### config.mk
export PLATFORM = sky130hd
export DESIGN_NAME = wgen_seq
export DESIGN_NICKNAME = d
export VERILOG_FILES = /design/src/rtl/wgen_seq.sv
export SDC_FILE = /design/constraint.sdc
export NUM_CORES = 1
export LEC_CHECK = 0
export ABC_AREA = 1
export ABC_CLOCK_PERIOD_IN_PS = 1600
export BUFFER_PORTS_ARGS = -buffer_cell sky130_fd_sc_hd__clkbuf_2
export CORE_AREA = 3 3 40 42
export DETAILED_ROUTE_END_ITERATION = 8
export DIE_AREA = 0 0 43 45
export PLACE_DENSITY = 0.69
export SETUP_SLACK_MARGIN = 0.3
export SYNTH_ARGS = -nofsm -noshare
export SYNTH_HDL_FRONTEND = slang
export SYNTH_SLANG_ARGS = --single-unit
### constraint.sdc
create_clock -name clk -period 1.6 [get_ports clk]
set_clock_uncertainty 0.1 [all_clocks]
set_input_delay 0.16 -clock clk [delete_from_list [all_inputs] [get_ports clk]]
set_output_delay 0.16 -clock clk [all_outputs]
set_load 0.01 [all_outputs]
### src/rtl/wgen_seq.sv
// -----------------------------------------------------------------------------
// wgen_seq -- sequential round-constant generator for the masked Clyde datapath.
//
// Holds the round constant W in a register that the round controller advances
// one update per accepted step. A sequence is opened with start (direction
// taken from decrypt). Encryption walks W forward from INIT. Decryption loads
// WFINAL, the value reached after NSTEPS forward updates, and walks it back to
// INIT with the inverse map.
//
// Ports:
//   clk       in   system clock
//   rst       in   synchronous active-high reset
//   start     in   open a new sequence (honoured in IDLE only)
//   decrypt   in   direction, sampled with start: 0 forward, 1 inverse
//   step      in   advance W (honoured in RUN only)
//   W         out  current constant, registered
//   busy      out  high while in RUN, registered
//   done      out  one-cycle pulse in the cycle after the final step, registered
//   step_cnt  out  updates applied in the current sequence, never wraps
//
// Build option:
//   WGEN_DOUBLE_STEP_EN -- each accepted step applies the selected map twice
//   and advances step_cnt by 2 (NSTEPS must then be even). WFINAL is the same
//   in both builds.
// -----------------------------------------------------------------------------
module wgen_seq #(
  parameter int               WIDTH  = 4,
  parameter logic [WIDTH-1:0] POLY   = 4'b0011,
  parameter logic [WIDTH-1:0] INIT   = 4'b0001,
  parameter int               NSTEPS = 12,
  parameter int               CW     = 4
) (
  input  logic             clk,
  input  logic             rst,
  input  logic             start,
  input  logic             decrypt,
  input  logic             step,
  output logic [WIDTH-1:0] W,
  output logic             busy,
  output logic             done,
  output logic [CW-1:0]    step_cnt
);

  typedef enum logic [1:0] {
    IDLE = 2'd0,
    RUN  = 2'd1,
    FIN  = 2'd2
  } state_e;

  // Forward map: shift left, fold the outgoing MSB back in through the taps.
  function automatic logic [WIDTH-1:0] fwd_map(input logic [WIDTH-1:0] w);
    fwd_map = {w[WIDTH-2:0], 1'b0} ^ (w[WIDTH-1] ? POLY : '0);
  endfunction

  // Inverse map: POLY[0]=1 means bit 0 of the result reveals whether the
  // taps were applied, so undo them first and restore the lost MSB.
  function automatic logic [WIDTH-1:0] inv_map(input logic [WIDTH-1:0] w);
    logic [WIDTH-1:0] t;
    if (w[0]) begin
      t       = w ^ POLY;
      inv_map = {1'b1, t[WIDTH-1:1]};
    end else begin
      inv_map = {1'b0, w[WIDTH-1:1]};
    end
  endfunction

  function automatic logic [WIDTH-1:0] calc_final();
    logic [WIDTH-1:0] w;
    w = INIT;
    for (int i = 0; i < NSTEPS; i++) begin
      w = fwd_map(w);
    end
    calc_final = w;
  endfunction

  localparam logic [WIDTH-1:0] WFINAL   = calc_final();
  localparam logic [CW-1:0]    NSTEPS_C = CW'(NSTEPS);

`ifdef WGEN_DOUBLE_STEP_EN
  localparam logic [CW-1:0] STEP_INC = CW'(2);

  function automatic logic [WIDTH-1:0] step_map(input logic [WIDTH-1:0] w,
                                                input logic             inv);
    step_map = inv ? inv_map(inv_map(w)) : fwd_map(fwd_map(w));
  endfunction

  if ((NSTEPS % 2) != 0) begin : g_bad_nsteps
    $error("wgen_seq: NSTEPS must be even when double stepping");
  end
`else
  localparam logic [CW-1:0] STEP_INC = CW'(1);

  function automatic logic [WIDTH-1:0] step_map(input logic [WIDTH-1:0] w,
                                                input logic             inv);
    step_map = inv ? inv_map(w) : fwd_map(w);
  endfunction
`endif

  if ((1 << CW) <= NSTEPS) begin : g_bad_cw
    $error("wgen_seq: CW too narrow to hold NSTEPS");
  end

  if (POLY[0] != 1'b1) begin : g_bad_poly
    $error("wgen_seq: POLY[0] must be 1 for the map to be invertible");
  end

  state_e           state_q, state_d;
  logic [WIDTH-1:0] w_q,     w_d;
  logic [CW-1:0]    cnt_q,   cnt_d;
  logic             dir_q,   dir_d;
  logic             busy_q,  busy_d;
  logic             done_q,  done_d;

  always_comb begin
    // NOTE: every signal gets its hold value before the case, so no path
    // through the decode leaves one unassigned and no latch is inferred.
    state_d = state_q;
    w_d     = w_q;
    cnt_d   = cnt_q;
    dir_d   = dir_q;

    unique case (state_q)
      IDLE: begin
        // start wins over a simultaneous step; step is simply not decoded here.
        if (start) begin
          w_d     = decrypt ? WFINAL : INIT;
          dir_d   = decrypt;
          cnt_d   = '0;
          state_d = RUN;
        end
      end
      RUN: begin
        if (step) begin
          w_d   = step_map(w_q, dir_q);
          cnt_d = cnt_q + STEP_INC;
          if (cnt_d == NSTEPS_C) begin
            state_d = FIN;
          end
        end
      end
      FIN: begin
        state_d = IDLE;
      end
      default: begin
        state_d = IDLE;
      end
    endcase

    // Flag outputs follow the state being entered so they are registered.
    busy_d = (state_d == RUN);
    done_d = (state_d == FIN);
  end

  // NOTE: state updates use non-blocking assignments so every flop samples
  // pre-edge values, independent of statement order.
  always_ff @(posedge clk) begin
    // NOTE: reset is synchronous and covers every flop, so W and the
    // direction are well defined even if rst lands mid-sequence.
    if (rst) begin
      state_q <= IDLE;
      w_q     <= INIT;
      cnt_q   <= '0;
      dir_q   <= 1'b0;
      busy_q  <= 1'b0;
      done_q  <= 1'b0;
    end else begin
      state_q <= state_d;
      w_q     <= w_d;
      cnt_q   <= cnt_d;
      dir_q   <= dir_d;
      busy_q  <= busy_d;
      done_q  <= done_d;
    end
  end

  assign W        = w_q;
  assign busy     = busy_q;
  assign done     = done_q;
  assign step_cnt = cnt_q;

endmodule

# Yosys cells after proc, flatten, opt, wreduce, memory -nomap -nowiden
# Index checks and enable logic that the tools add are counted.
[word_totals]
reg_bits = 13
input_bits = 5
word_cells = 33
[op_classes]
n_addsub = 1
n_eq_ne = 6
n_mux = 14
bitwise = 2
n_reduce_logical = 4
[op_table]
columns = ["operator", "count"]
rows = [
  ["4-bit two-way mux", 7],
  ["4-bit case mux with 2 select lines", 2],
  ["2-bit two-way mux", 4],
  ["4-bit by 1-bit adder with 4-bit output, second input constant", 1],
  ["2-bit by 1-bit equality test with 1-bit output, second input constant", 2],
  ["4-bit equality test, second input constant", 1],
  ["2-bit != test, second input constant", 2],
  ["2-bit case mux with 2 select lines", 1],
  ["4-bit by 2-bit bitwise XOR with 4-bit output", 1],
  ["3-bit AND reduction", 1],
  ["2-bit equality test, second input constant", 1],
  ["2-bit zero test", 1],
  ["2-bit NOT", 1],
  ["2-bit AND reduction", 1],
  ["2-bit nonzero test", 1],
]

# Depth between registers and ports, before layout
# Gate-level depths: netlist (run 1).
[logic_depth]
depth_word = 6
mapped_depth = 8
mapped_depth_nobuf = 8

# Worst setup path before layout (run 1)
# No wires, ideal clock.
[synth_timing]
path_type = "register to register"
start = "reg cnt_q[0] (netlist: step_cnt[0])"
end = "reg busy_q (netlist: busy)"
t_arrival_ns = 1.067
required_time_ns = 1.378
slack_ns = 0.310
path_stages_with_launch = 9
n_path_buf = 0
path_cell_list = "dfxtp_1 -> ha_1 -> inv_1 -> nand2_1 -> nand3_1 -> nor2_1 -> nand2_1 -> nand2_1 -> a21oi_1"
[synth_between]
elab_chain_cells = 6
[synth_rtl]
columns = ["element", "line", "text"]
rows = [
  ["start, declared", "109", "logic [CW-1:0] cnt_q, cnt_d;"],
  ["start signal, assigned", "169", "cnt_q <= cnt_d;"],
  ["4-bit by 1-bit adder with 4-bit output", "135", "cnt_d = cnt_q + STEP_INC;"],
  ["4-bit equality test", "136", "if (cnt_d == NSTEPS_C) begin"],
  ["2-bit two-way mux", "136", ""],
  ["2-bit two-way mux", "133", "if (step) begin"],
  ["2-bit case mux with 2 select lines", "122", "unique case (state_q)"],
  ["2-bit by 1-bit equality test with 1-bit output", "150", "busy_d = (state_d == RUN);"],
  ["end signal, assigned", "171", "busy_q <= busy_d;"],
  ["end, declared", "111", "logic busy_q, busy_d;"],
]
# No other way between the ends.
# A chain may end at the register's enable or synchronous reset.

# Worst setup path after layout (run 1)
[layout_timing]
start = "reg cnt_q[0] (netlist: step_cnt[0])"
end = "reg state_q[0]"
[layout_between]
elab_chain_cells = 5
[layout_rtl]
columns = ["element", "line", "text"]
rows = [
  ["4-bit by 1-bit adder with 4-bit output", "135", ""],
  ["4-bit equality test", "136", ""],
  ["2-bit two-way mux", "136", ""],
  ["2-bit two-way mux", "133", ""],
  ["2-bit case mux with 2 select lines", "122", ""],
  ["end signal, assigned", "167", "state_q <= state_d;"],
  ["end, declared", "107", "state_e state_q, state_d;"],
]
# No other way between the ends.

==> impl_metrics.prom, run 1 <==
# TYPE chip_impl_metric gauge
chip_impl_metric{name="first_global_vias",unit=""} 423
chip_impl_metric{name="clock.fmax",unit="MHz"} 798
chip_impl_metric{name="combPwrFrac",unit="%"} 20.6
chip_impl_metric{name="syn-cell-area",unit="um2"} 598
chip_impl_info{name="synth_common_cells",value="sky130_fd_sc_hd__a21oi_1, sky130_fd_sc_hd__dfxtp_1, sky130_fd_sc_hd__nand2_1, sky130_fd_sc_hd__o21ai_0, sky130_fd_sc_hd__inv_1"} 1
chip_impl_metric{name="dieArea",unit="mm2"} 0.00194
chip_impl_metric{name="synth_top_cell_area_share",unit="%"} 43.5
chip_impl_metric{name="cts_num_sinks",unit=""} 13
chip_impl_metric{name="route.antenna.remaining_nets",unit=""} 0
chip_impl_metric{name="route.vias.total",unit=""} 599
chip_impl_metric{name="totalPowerFinal",unit="mW"} 0.733
chip_impl_metric{name="synth_compound_area_share",unit="%"} 22.8
chip_impl_metric{name="fraction_of_layout_cells_with_a_size_suffix_above_1",unit="%"} 29.8
chip_impl_metric{name="finalMaxSlewViolations",unit=""} 0
chip_impl_metric{name="r2r_setup_slack",unit="ps"} 350
chip_impl_metric{name="layout.nets",unit=""} 112
chip_impl_metric{name="post-dp-hpwl",unit="um"} 859
chip_impl_metric{name="power_frac_clock",unit="%"} 28.1
chip_impl_metric{name="distinct_cell_type_count_after_synthesis",unit=""} 14
chip_impl_metric{name="clock_insertion_delay_worst_skew",unit="ps"} 280
chip_impl_metric{name="die_h",unit="um"} 45
chip_impl_metric{name="cts_max_level",unit=""} 1
chip_impl_metric{name="max_cap_violations",unit=""} 0
chip_impl_info{name="setup.worst_path.start_class",value="register"} 1
chip_impl_metric{name="drt-vias-per-instance",unit=""} 5.03
chip_impl_metric{name="synth.net_count",unit=""} 89
chip_impl_metric{name="critPathBufInv",unit=""} 1
chip_impl_info{name="cts_tree",value="done"} 1
chip_impl_metric{name="timing.critical_path.fanout_max",unit=""} 5
chip_impl_metric{name="ir_drop",unit="mV"} 0.585
chip_impl_metric{name="postCtsHoldBufs",unit=""} 0
chip_impl_metric{name="initial_core_util",unit="%"} 46.5
chip_impl_metric{name="diodes",unit=""} 0
chip_impl_metric{name="drt_pre_antenna_iters",unit=""} 4
chip_impl_info{name="critPathTopFamily",value="flip-flops"} 1
chip_impl_metric{name="dr.first_iter.drc_count",unit=""} 19
chip_impl_metric{name="worstPathRequired",unit="ps"} 1660
chip_impl_metric{name="cp_data_arrival_time",unit="ps"} 1320
chip_impl_metric{name="grt_antenna_before_repair",unit=""} 0
chip_impl_metric{name="ys_seq_elements",unit=""} 13
chip_impl_metric{name="placeableCoreArea",unit="mm2"} 0.00128
chip_impl_info{name="synth_top_family_by_area",value="compound AO/OA/AOI/OAI gates"} 1
chip_impl_metric{name="min_path_cells",unit=""} 2
chip_impl_metric{name="maximum_number_of_pins_on_one_net_before_global_route_repair",unit=""} 11
chip_impl_metric{name="die_w",unit="um"} 43
chip_impl_info{name="critPathSlowestCell",value="sky130_fd_sc_hd__dfxtp_4"} 1
chip_impl_metric{name="share_seq_of_total_power",unit="%"} 51.3
chip_impl_metric{name="boundaryPins",unit=""} 15
chip_impl_info{name="path_class",value="register to register"} 1
chip_impl_metric{name="layout_min_cycle_time",unit="ps"} 1250
chip_impl_metric{name="clkSlewWorstSetupHoldPaths",unit="ps"} 90
chip_impl_metric{name="global_placement_routability_congestion",unit=""} 0.782
chip_impl_metric{name="cts_buffers",unit=""} 3
chip_impl_info{name="synth_area_leaders",value="sky130_fd_sc_hd__dfxtp_1, sky130_fd_sc_hd__a21oi_1, sky130_fd_sc_hd__o21ai_0, sky130_fd_sc_hd__nand2_1, sky130_fd_sc_hd__inv_1"} 1
chip_impl_info{name="clock-root-buffer",value="sky130_fd_sc_hd__clkbuf_4"} 1
chip_impl_metric{name="leakagePower",unit="nW"} 0.352
chip_impl_metric{name="p_switching",unit="mW"} 0.226
chip_impl_metric{name="synth_edf_count",unit=""} 0
chip_impl_info{name="crit_chain",value="buf_6 > ha_2 > nand3_1 > nor2_1 > nand2_1 > nand2_2 > a21oi_1"} 1
chip_impl_metric{name="wire_length_of_the_first_global_routing_pass",unit="um"} 1900
chip_impl_metric{name="timing.reg2reg.worst_path_depth",unit=""} 7
chip_impl_info{name="synth_top_flop_cell",value="sky130_fd_sc_hd__dfxtp_1"} 1
chip_impl_metric{name="worst_slew_margin_rel",unit="%"} 86.0
chip_impl_metric{name="grt_ovf",unit=""} 0
chip_impl_metric{name="route.detailed.wl_per_inst",unit="um"} 11.0
chip_impl_metric{name="gate_count_of_the_mapped_netlist",unit=""} 82
chip_impl_info{name="hold_path_end",value="busy"} 1
chip_impl_metric{name="overall_routing_resource_usage",unit="%"} 13.4
chip_impl_info{name="crit-reg2reg-launch",value="step_cnt[0]"} 1
chip_impl_metric{name="fin_worst_hold_slack",unit="ps"} 7.72
chip_impl_metric{name="flow.area_growth_from_synthesis",unit="%"} 31.2
chip_impl_metric{name="max_stage_delay",unit="ps"} 390
chip_impl_metric{name="async_flop_share",unit="%"} 0
chip_impl_metric{name="cellPowerDensity",unit="mW/mm2"} 934
chip_impl_metric{name="totalNegativeSetupSlack",unit="ps"} 0
chip_impl_metric{name="worst_pin_slew",unit="ps"} 209
chip_impl_metric{name="syn-mean-instance-area",unit="um2"} 7.29
chip_impl_metric{name="final_period_utilization",unit="%"} 78.3
chip_impl_info{name="min-delay-path-class",value="input port to register"} 1
chip_impl_info{name="synth.largest_area_cell",value="sky130_fd_sc_hd__dfxtp_1"} 1
chip_impl_info{name="worstHoldStart",value="rst"} 1
chip_impl_metric{name="clk_path_buf_depth",unit=""} 2
chip_impl_metric{name="detail_route.drc_violations",unit=""} 0
chip_impl_metric{name="synthAdderAreaFrac",unit="%"} 4.18
chip_impl_metric{name="power_report.internal_total",unit="mW"} 0.507
chip_impl_metric{name="ys_warn_count",unit=""} 0
chip_impl_info{name="cp-end-kind",value="register"} 1
chip_impl_metric{name="placement_rows",unit=""} 13
chip_impl_metric{name="totalWireLength",unit="um"} 1310
chip_impl_metric{name="p_sw_share",unit="%"} 30.9
chip_impl_info{name="regToRegEndpoint",value="state_q[0]"} 1
chip_impl_metric{name="synth_xor_area_share",unit="%"} 1.46
chip_impl_metric{name="numPortBuffers",unit=""} 14
chip_impl_metric{name="timing_hold_violations_final",unit=""} 0
chip_impl_info{name="rsz0062_at_grt",value="true"} 1
chip_impl_metric{name="yosysSeqAreaShare",unit="%"} 43.5
chip_impl_metric{name="mux_share_of_post_synthesis_cell_area",unit="%"} 0
chip_impl_metric{name="simple_gate_portion_of_the_synthesized_area",unit="%"} 21.1
chip_impl_metric{name="setup-violations-final",unit=""} 0
chip_impl_info{name="outcome",value="complete, no violations"} 1
[state kept, by name (all words and copies together) (netlist names)]
name	cells
W	4
busy	1
dir_q	1
done	1
state_q	2
step_cnt	4
[per-stage QoR]
step | setup WS, ps | util [%] | std cells | instance area, um2
after floorplan | 310 | - | 82 | 598
after global placement | 327 | 53.5 | 111 | 687
after detailed placement | 286 | 53.5 | 111 | 687
after CTS | 327 | 55.7 | 115 | 716
after global routing | 284 | 61.1 | 119 | 785
final | 347 | 61.1 | 119 | 785
[worst max-delay path by stage]
stage / from / to / slack [ps] / cells past startpoint
detailed placement: step_cnt[0] / busy / 290 / 8
floorplan: step_cnt[0] / busy / 310 / 8
global placement: step_cnt[0] / state_q[0] / 330 / 8
CTS: state_q[0] / W[2] / 330 / 5
finish: step_cnt[0] / state_q[0] / 350 / 7
global route: step_cnt[0] / state_q[0] / 280 / 7
[timing repair]
action	4_1_cts	5_1_grt
gates cloned	0	1
setup endpoints to repair	3	11
pin swaps	0	4
resized for setup	2	10
buffers inserted	0	3
[power groups by stage]
stage	clock, mW	sequential [mW]	combinational (mW)
finish	0.206	0.376	0.151
global route	0.226	0.380	0.171
CTS	0.208	0.376	0.125
detailed placement	0	0.382	0.125
global placement	0	0.382	0.125
floorplan	0	0.388	0.0743
[layout make-up]
type | instances | area [um2]
Inverter | 11 | 41.3
Clock buffer | 4 | 26.3
Tap cell | 15 | 18.8
Fill cell | 115 | 500
Multi-Input combinational cell | 59 | 334
Sequential cell | 13 | 268
Timing Repair Buffer | 17 | 96.3
[cells in the final DEF, fill, tap and decap left out, types with 3 or more instances in the layout]
| master | instances |
|---|---|
| sky130_fd_sc_hd__inv_1 | 10 |
| sky130_fd_sc_hd__nand2_1 | 11 |
| sky130_fd_sc_hd__nor2_1 | 8 |
| sky130_fd_sc_hd__clkbuf_4 | 3 |
| sky130_fd_sc_hd__a21oi_1 | 12 |
| sky130_fd_sc_hd__clkbuf_2 | 14 |
| sky130_fd_sc_hd__o21ai_0 | 11 |
| sky130_fd_sc_hd__nand3_1 | 5 |
| sky130_fd_sc_hd__dfxtp_1 | 11 |
[kinds of logic (layout without fill, tap and decap cells)]
kind of cell	count (synthesis)	count (layout)
adders and majority gates	2	2
DFF	13	13
and+or+nand+nor	30	30
xor gates and xnor gates	1	1
AOI/OAI and AO/OA	25	26
buffers and inverters	11	32
[worst register-to-register path, stage by stage (launching register included)]
cell and delay [ps]:
sky130_fd_sc_hd__dfxtp_4 390, sky130_fd_sc_hd__buf_6 100, sky130_fd_sc_hd__ha_2 150, sky130_fd_sc_hd__nand3_1 60
sky130_fd_sc_hd__nor2_1 80, sky130_fd_sc_hd__nand2_1 100, sky130_fd_sc_hd__nand2_2 90, sky130_fd_sc_hd__a21oi_1 60
[routing by layer]
layer / up-vias / part of all wire [%] / GRT usage [%]
met1: 259 / 49 / 18.5
met2: 17 / 44 / 18.9
li1: 321 / - / -
met4: 0 / 0.91 / 9.04
met3: 2 / 5.6 / 2.39
met5: - / 0 / 0
Power figures use the tool's default switching activity.
==> run 2: changes to the inputs <==
--- a/config.mk
+++ b/config.mk
@@ -6,7 +6,7 @@
 export NUM_CORES = 1
 export LEC_CHECK = 0
 export ABC_AREA = 1
-export ABC_CLOCK_PERIOD_IN_PS = 1600
+export ABC_CLOCK_PERIOD_IN_PS = 1200
 export BUFFER_PORTS_ARGS = -buffer_cell sky130_fd_sc_hd__clkbuf_2
 export CORE_AREA = 3 3 40 42
 export DETAILED_ROUTE_END_ITERATION = 8
==> constraint.sdc (replaced) <==
create_clock -name clk -period 1.2 [get_ports clk]
set_clock_uncertainty 0.1 [all_clocks]
set_input_delay 0.12 -clock clk [delete_from_list [all_inputs] [get_ports clk]]
set_output_delay 0.12 -clock clk [all_outputs]
set_load 0.01 [all_outputs]
==> impl_metrics.prom, run 2 (synthesized netlist as in run 1, its figures left out) <==
# TYPE chip_impl_metric gauge
chip_impl_metric{name="fin_cells",unit=""} 122
chip_impl_metric{name="totalPowerFinal",unit="mW"} 1.06
chip_impl_metric{name="r2r_setup_slack",unit="ps"} 0.5
chip_impl_info{name="rsz0062_at_grt",value="true"} 1
chip_impl_metric{name="worst_pin_slew",unit="ps"} 251
chip_impl_metric{name="dr.first_iter.drc_count",unit=""} 18
chip_impl_metric{name="grt_antenna_before_repair",unit=""} 0
chip_impl_info{name="timing.critical_path.mode_cell",value="sky130_fd_sc_hd__nand2_2"} 1
chip_impl_info{name="outcome",value="complete, but fails checks"} 1
chip_impl_info{name="hold_path_end",value="busy"} 1
chip_impl_metric{name="placement_rows",unit=""} 13
chip_impl_info{name="final_common_cell",value="sky130_fd_sc_hd__a21oi_2"} 1
chip_impl_metric{name="die_h",unit="um"} 45
chip_impl_metric{name="cts_num_sinks",unit=""} 13
chip_impl_metric{name="timing_hold_violations_final",unit=""} 2
chip_impl_info{name="setup.worst_path.start_class",value="register"} 1
chip_impl_metric{name="fillers",unit=""} 98
chip_impl_metric{name="totalWireLength",unit="um"} 1680
chip_impl_info{name="critPathTopFamily",value="simple AND/OR/NAND/NOR gates"} 1
chip_impl_metric{name="timing.reg2reg.worst_path_depth",unit=""} 8
chip_impl_metric{name="route.detailed.wl_per_inst",unit="um"} 13.8
chip_impl_metric{name="critPathBufInv",unit=""} 1
chip_impl_metric{name="cts_max_level",unit=""} 1
chip_impl_metric{name="timing.critical_path.fanout_max",unit=""} 4
chip_impl_metric{name="setup-violations-final",unit=""} 0
chip_impl_metric{name="dpl.cell_count",unit=""} 113
chip_impl_info{name="cp-end-kind",value="register"} 1
chip_impl_metric{name="boundaryPins",unit=""} 15
chip_impl_metric{name="diodes",unit=""} 0
chip_impl_metric{name="totalNegativeSetupSlack",unit="ps"} 0
chip_impl_metric{name="cellPowerDensity",unit="mW/mm2"} 1130
chip_impl_metric{name="final_period_utilization",unit="%"} 100
chip_impl_info{name="min-delay-path-class",value="input port to register"} 1
chip_impl_metric{name="worst-path-stages",unit=""} 8
chip_impl_metric{name="ir_drop",unit="mV"} 0.700
chip_impl_metric{name="drt_pre_antenna_iters",unit=""} 4
chip_impl_metric{name="flow.area_growth_from_synthesis",unit="%"} 56.3
chip_impl_metric{name="grt_ovf",unit=""} 0
chip_impl_metric{name="die_w",unit="um"} 43
chip_impl_info{name="cts_tree",value="done"} 1
chip_impl_metric{name="clock.fmax",unit="MHz"} 834
chip_impl_metric{name="min_path_cells",unit=""} 2
chip_impl_metric{name="layout.nets",unit=""} 115
chip_impl_info{name="most-common-layout-cells",value="sky130_fd_sc_hd__a21oi_2, sky130_fd_sc_hd__o21ai_0, sky130_fd_sc_hd__nand2_1, sky130_fd_sc_hd__clkbuf_2, sky130_fd_sc_hd__buf_6"} 1
chip_impl_info{name="crit-reg2reg-launch",value="step_cnt[1]"} 1
chip_impl_metric{name="cts_buffers",unit=""} 3
chip_impl_metric{name="max_cap_violations",unit=""} 0
chip_impl_metric{name="wire_length_of_the_first_global_routing_pass",unit="um"} 2800
chip_impl_metric{name="layout_min_cycle_time",unit="ps"} 1200
chip_impl_metric{name="leakagePower",unit="nW"} 0.386
chip_impl_metric{name="cp_data_arrival_time",unit="ps"} 1280
chip_impl_metric{name="placeableCoreArea",unit="mm2"} 0.00128
chip_impl_metric{name="maximum_number_of_pins_on_one_net_before_global_route_repair",unit=""} 11
chip_impl_info{name="critPathSlowestCell",value="sky130_fd_sc_hd__dfxtp_4"} 1
chip_impl_metric{name="route.vias.total",unit=""} 657
chip_impl_metric{name="finalMaxSlewViolations",unit=""} 0
chip_impl_metric{name="dieArea",unit="mm2"} 0.00194
chip_impl_metric{name="worst_slew_margin_rel",unit="%"} 83.1
chip_impl_metric{name="detail_route.drc_violations",unit=""} 0
chip_impl_info{name="worstHoldStart",value="rst"} 1
chip_impl_info{name="violated_checks",value="hold timing"} 1
chip_impl_metric{name="clk_path_buf_depth",unit=""} 2
chip_impl_metric{name="numPortBuffers",unit=""} 14
chip_impl_metric{name="post-dp-hpwl",unit="um"} 1090
chip_impl_metric{name="first_global_vias",unit=""} 626
chip_impl_info{name="crit_chain",value="ha_4 > inv_2 > nand2_2 > nand3_2 > nor2_2 > nand2_2 > nand2_2 > a21oi_2"} 1
chip_impl_metric{name="route.antenna.remaining_nets",unit=""} 0
chip_impl_info{name="path_class",value="register to register"} 1
chip_impl_metric{name="fin_worst_hold_slack",unit="ps"} -19.5
chip_impl_info{name="regToRegEndpoint",value="busy"} 1
chip_impl_metric{name="initial_core_util",unit="%"} 46.5
chip_impl_metric{name="worstPathRequired",unit="ps"} 1280
chip_impl_metric{name="fraction_of_layout_cells_with_a_size_suffix_above_1",unit="%"} 59.8
chip_impl_metric{name="clkSlewWorstSetupHoldPaths",unit="ps"} 80
chip_impl_info{name="clock-root-buffer",value="sky130_fd_sc_hd__clkbuf_4"} 1
chip_impl_metric{name="overall_routing_resource_usage",unit="%"} 19.9
chip_impl_metric{name="drt-vias-per-instance",unit=""} 5.39
chip_impl_metric{name="global_placement_routability_congestion",unit=""} 0.778
chip_impl_metric{name="clock_insertion_delay_worst_skew",unit="ps"} 280
chip_impl_metric{name="max_stage_delay",unit="ps"} 380
-- run 2: cell count changes in the layout (fill, tap and decap cells not counted), moves of 4 or more --
| cell | before | now |
|---|---|---|
| sky130_fd_sc_hd__clkbuf_2 | 14 | 7 |
| sky130_fd_sc_hd__buf_6 | 1 | 7 |
| sky130_fd_sc_hd__a21oi_1 | 12 | 4 |
| sky130_fd_sc_hd__dfxtp_1 | 11 | 2 |
| sky130_fd_sc_hd__nand2_1 | 11 | 7 |
| sky130_fd_sc_hd__inv_1 | 10 | 5 |
| sky130_fd_sc_hd__nand2_2 | 2 | 6 |
| sky130_fd_sc_hd__inv_2 | 1 | 5 |
| sky130_fd_sc_hd__a21oi_2 | 1 | 9 |
| sky130_fd_sc_hd__dfxtp_2 | 0 | 6 |
-- run 2: layout make-up --
cell class	instances	area, um2	area share [%]
multi-input combinational	59	393	42.0
sequential	13	287	30.7
timing repair buffer	20	166	17.8
inverter	11	43.8	4.69
clock buffer	4	26.3	2.81
tap	15	18.8	2.01
-- run 2: worst max path at each step --
stage,slack [ps],from,end
6_report,0.5,step_cnt[1],busy
5_1_grt,-70,step_cnt[1],busy
4_1_cts,-30,step_cnt[1],busy
3_5_place_dp,-90,step_cnt[1],done
3_3_place_gp,-7,step_cnt[0],state_q[0]
2_1_floorplan,50,step_cnt[1],busy
-- run 2: what timing repair did --
action / 4_1_cts / 5_1_grt
hold endpoints to repair: 5 / 1
setup endpoints to repair: 23 / 23
gates resized for setup: 25 / 27
buffers inserted: 3 / 0
pin swaps: 7 / 6
cloned: 0 / 1
-- run 2: power by group --
| part | internal [mW] | leakage, nW | total (mW) | switching, mW |
|---|---|---|---|---|
| Combinational | 0.128 | 0.258 | 0.279 | 0.151 |
| Clock | 0.129 | 0.0150 | 0.269 | 0.140 |
| Sequential | 0.467 | 0.112 | 0.513 | 0.0458 |
-- run 2: per-layer routing --
metal	share of wire (%)	track usage (%)	up-vias
met2	49	33.5	27
li1	-	-	324
met3	5.3	5.98	4
met4	1.6	9.04	0
met1	44	23.3	302
met5	0	0	-
-- run 2: stage by stage --
stage | hold slack, ps | cell area [um2] | worst slack, ps | utilization [%]
final | -19.5 | 935 | 0.501 | 72.7
after global placement | 268 | 739 | -6.59 | 57.5
after global routing | -14.7 | 935 | -74.5 | 72.7
after detailed placement | 269 | 739 | -89.9 | 57.5
after floorplan | 89.1 | 636 | 47.6 | -
after CTS | -21.7 | 841 | -29.2 | 65.4
==> run 3: changes to the inputs <==
--- a/config.mk
+++ b/config.mk
@@ -12,7 +12,9 @@
 export DETAILED_ROUTE_END_ITERATION = 8
 export DIE_AREA = 0 0 43 45
 export PLACE_DENSITY = 0.69
+export REMOVE_ABC_BUFFERS = 1
 export SETUP_SLACK_MARGIN = 0.3
+export SLEW_MARGIN = 20
 export SYNTH_ARGS = -nofsm -noshare
 export SYNTH_HDL_FRONTEND = slang
 export SYNTH_SLANG_ARGS = --single-unit
==> constraint.sdc (replaced) <==
create_clock -name clk -period 1.2 [get_ports clk]
set_clock_uncertainty 0.1 [all_clocks]
set_input_delay 0.12 -clock clk [delete_from_list [all_inputs] [get_ports clk]]
set_output_delay 0.12 -clock clk [all_outputs]
set_load 0.05 [all_outputs]
==> impl_metrics.prom, run 3 (synthesized netlist as in run 1, its figures left out) <==
# TYPE chip_impl_metric gauge
chip_impl_metric{name="die_h",unit="um"} 45
chip_impl_metric{name="drt_pre_antenna_iters",unit=""} 4
chip_impl_info{name="violated_checks",value="hold timing, setup timing"} 1
chip_impl_info{name="final_common_cell",value="sky130_fd_sc_hd__a21oi_1"} 1
chip_impl_metric{name="post-route-util",unit="%"} 79.7
chip_impl_metric{name="wire_length_of_the_first_global_routing_pass",unit="um"} 2350
chip_impl_info{name="most-common-layout-cells",value="sky130_fd_sc_hd__a21oi_1, sky130_fd_sc_hd__o21ai_0"} 1
chip_impl_metric{name="timing_hold_violations_final",unit=""} 3
chip_impl_info{name="cts_tree",value="done"} 1
chip_impl_info{name="timing.critical_path.mode_cell",value="sky130_fd_sc_hd__nand2_2"} 1
chip_impl_metric{name="leakagePower",unit="nW"} 0.437
chip_impl_info{name="setup.worst_path.start_class",value="register"} 1
chip_impl_metric{name="cp_data_arrival_time",unit="ps"} 1300
chip_impl_metric{name="r2r_setup_slack",unit="ps"} -20
chip_impl_metric{name="overall_routing_resource_usage",unit="%"} 16.7
chip_impl_metric{name="worst_pin_slew",unit="ps"} 241
chip_impl_metric{name="cts_buffers",unit=""} 3
chip_impl_metric{name="first_global_vias",unit=""} 548
chip_impl_metric{name="finalMaxSlewViolations",unit=""} 0
chip_impl_metric{name="route.vias.total",unit=""} 686
chip_impl_info{name="rsz0062_at_grt",value="true"} 1
chip_impl_metric{name="routed_metal_1_wire_length",unit="um"} 728
chip_impl_info{name="hold_path_end",value="state_q[1]"} 1
chip_impl_metric{name="p_sw_share",unit="%"} 34.9
chip_impl_metric{name="flow.area_growth_from_synthesis",unit="%"} 71.3
chip_impl_metric{name="worstPathRequired",unit="ps"} 1280
chip_impl_metric{name="boundaryPins",unit=""} 15
chip_impl_metric{name="clock.fmax",unit="MHz"} 821
chip_impl_metric{name="setup_ws",unit="ps"} -18.7
chip_impl_metric{name="clock_insertion_delay_worst_skew",unit="ps"} 280
chip_impl_metric{name="grt_antenna_before_repair",unit=""} 0
chip_impl_info{name="worstHoldStart",value="rst"} 1
chip_impl_info{name="crit_chain",value="ha_4 > inv_2 > nand2_2 > nand3_2 > nor2_2 > nand2_2 > nand2_2 > a21oi_1"} 1
chip_impl_info{name="critPathSlowestCell",value="sky130_fd_sc_hd__dfxtp_4"} 1
chip_impl_metric{name="route.antenna.remaining_nets",unit=""} 0
chip_impl_metric{name="dr_wl_met2",unit="um"} 818
chip_impl_info{name="crit-reg2reg-launch",value="step_cnt[0]"} 1
chip_impl_metric{name="cts_num_sinks",unit=""} 13
chip_impl_metric{name="initial_core_util",unit="%"} 46.5
chip_impl_metric{name="setup-violations-final",unit=""} 3
chip_impl_metric{name="max_stage_delay",unit="ps"} 380
chip_impl_metric{name="worst_slew_margin_rel",unit="%"} 83.9
chip_impl_metric{name="totalPowerFinal",unit="mW"} 1.20
chip_impl_info{name="cp-end-kind",value="register"} 1
chip_impl_metric{name="post-dp-hpwl",unit="um"} 890
chip_impl_metric{name="combPwrFrac",unit="%"} 34.3
chip_impl_metric{name="fraction_of_layout_cells_with_a_size_suffix_above_1",unit="%"} 50.9
chip_impl_metric{name="placement_rows",unit=""} 13
chip_impl_metric{name="met3WireLength",unit="um"} 100
chip_impl_info{name="clock-root-buffer",value="sky130_fd_sc_hd__clkbuf_4"} 1
chip_impl_metric{name="grt_ovf",unit=""} 0
chip_impl_metric{name="fin_worst_hold_slack",unit="ps"} -40.8
chip_impl_metric{name="detail_route.drc_violations",unit=""} 0
chip_impl_metric{name="dieArea",unit="mm2"} 0.00194
chip_impl_metric{name="diodes",unit=""} 0
chip_impl_metric{name="timing.reg2reg.worst_path_depth",unit=""} 8
chip_impl_metric{name="layout_min_cycle_time",unit="ps"} 1220
chip_impl_metric{name="drt-vias-per-instance",unit=""} 5.40
chip_impl_info{name="min-delay-path-class",value="input port to register"} 1
chip_impl_metric{name="cellPowerDensity",unit="mW/mm2"} 1170
chip_impl_metric{name="min_path_cells",unit=""} 2
chip_impl_metric{name="p_switching",unit="mW"} 0.419
chip_impl_metric{name="route.detailed.wl_per_inst",unit="um"} 13.1
chip_impl_info{name="path_class",value="register to register"} 1
chip_impl_metric{name="clkSlewWorstSetupHoldPaths",unit="ps"} 80
chip_impl_metric{name="totalWireLength",unit="um"} 1670
chip_impl_metric{name="maximum_number_of_pins_on_one_net_before_global_route_repair",unit=""} 11
chip_impl_info{name="outcome",value="complete, but fails checks"} 1
chip_impl_metric{name="share_seq_of_total_power",unit="%"} 42.4
chip_impl_metric{name="power_frac_clock",unit="%"} 23.3
chip_impl_metric{name="cts_max_level",unit=""} 1
chip_impl_metric{name="timing.critical_path.fanout_max",unit=""} 4
chip_impl_metric{name="dr.first_iter.drc_count",unit=""} 21
chip_impl_metric{name="numPortBuffers",unit=""} 14
chip_impl_metric{name="die_w",unit="um"} 43
chip_impl_metric{name="power_report.internal_total",unit="mW"} 0.780
chip_impl_metric{name="clk_path_buf_depth",unit=""} 2
chip_impl_metric{name="ir_drop",unit="mV"} 0.777
chip_impl_metric{name="global_placement_routability_congestion",unit=""} 0.800
chip_impl_metric{name="post_dp_cell_area",unit="um2"} 717
chip_impl_metric{name="max_cap_violations",unit=""} 0
chip_impl_info{name="regToRegEndpoint",value="state_q[0]"} 1
chip_impl_metric{name="placeableCoreArea",unit="mm2"} 0.00128
chip_impl_metric{name="post-route-cell-area",unit="mm2"} 0.00102
chip_impl_info{name="uppermost_metal_layer_occupied_by_signal_nets",value="met4"} 1
chip_impl_metric{name="final_period_utilization",unit="%"} 102
chip_impl_metric{name="layout.nets",unit=""} 120
-- run 3: cell count changes in the layout (fill, tap and decap cells not counted), moves of 2 or more --
| cell | previous run | this run |
|---|---|---|
| sky130_fd_sc_hd__a21oi_1 | 4 | 12 |
| sky130_fd_sc_hd__a21oi_2 | 9 | 1 |
| sky130_fd_sc_hd__buf_4 | 3 | 6 |
| sky130_fd_sc_hd__buf_6 | 7 | 4 |
| sky130_fd_sc_hd__buf_8 | 1 | 7 |
| sky130_fd_sc_hd__clkbuf_16 | 0 | 2 |
| sky130_fd_sc_hd__clkbuf_2 | 7 | 4 |
| sky130_fd_sc_hd__nor2_1 | 5 | 7 |
| sky130_fd_sc_hd__nor2_2 | 3 | 1 |
| sky130_fd_sc_hd__o21ai_2 | 2 | 0 |
-- run 3: how the worst max path moves through the flow --
stage,startpoint,endpoint,cells after the start
2_1_floorplan,step_cnt[0],busy,8
3_3_place_gp,step_cnt[0],state_q[0],8
3_5_place_dp,step_cnt[0],state_q[0],8
4_1_cts,step_cnt[1],state_q[0],8
5_1_grt,state_q[0],W[3],5
6_report,step_cnt[0],state_q[0],8
-- run 3: final cells by class --
| cell class | instances | area [um2] |
|---|---|---|
| tap | 15 | 18.8 |
| multi-input combinational | 58 | 353 |
| sequential | 13 | 287 |
| inverter | 11 | 41.3 |
| fill | 81 | 260 |
| clock buffer | 4 | 26.3 |
| timing repair buffer | 26 | 299 |
-- run 3: critical path: cells and delay by family (launching register included) --
family	cells	cell delay (ps)
and+or+nand+nor	5	390
buffers and inverters	1	30
DFF	1	380
AOI/OAI and AO/OA	1	60
adders and majority gates	1	140
-- run 3: power groups by stage --
stage          Clock, mW  Combinational [mW]  Sequential, mW
2_1_floorplan          0              0.0991           0.596
3_3_place_gp           0               0.266           0.505
3_5_place_dp           0               0.266           0.507
4_1_cts            0.282               0.359           0.505
5_1_grt            0.308               0.437           0.514
6_report           0.280               0.411           0.509
-- run 3: routing by layer --
| metal | vias to the layer above | GRT usage (%) |
|---|---|---|
| met3 | 6 | 5.98 |
| met1 | 316 | 19.1 |
| met2 | 29 | 28.4 |
| met5 | - | 0 |
| li1 | 335 | - |
| met4 | 0 | 7.23 |
-- run 3: stage by stage --
step / hold slack (ps) / TNS, ps / instances / setup slack (ps)
after floorplan: 89.1 / -2160 / 82 / -408
after detailed placement: 267 / -177 / 115 / -65.3
after global routing: -31.0 / -526 / 127 / -77.9
after CTS: -35.2 / 0 / 123 / 10.1
final: -40.8 / -41.4 / 127 / -18.7
after global placement: 264 / -50.0 / 115 / -21.6
-- run 3: what timing repair did --
action	4_1_cts	5_1_grt
resized for setup	45	26
hold endpoints to repair	5	2
buffers inserted	4	2
pin swaps	8	5
setup endpoints to repair	23	23
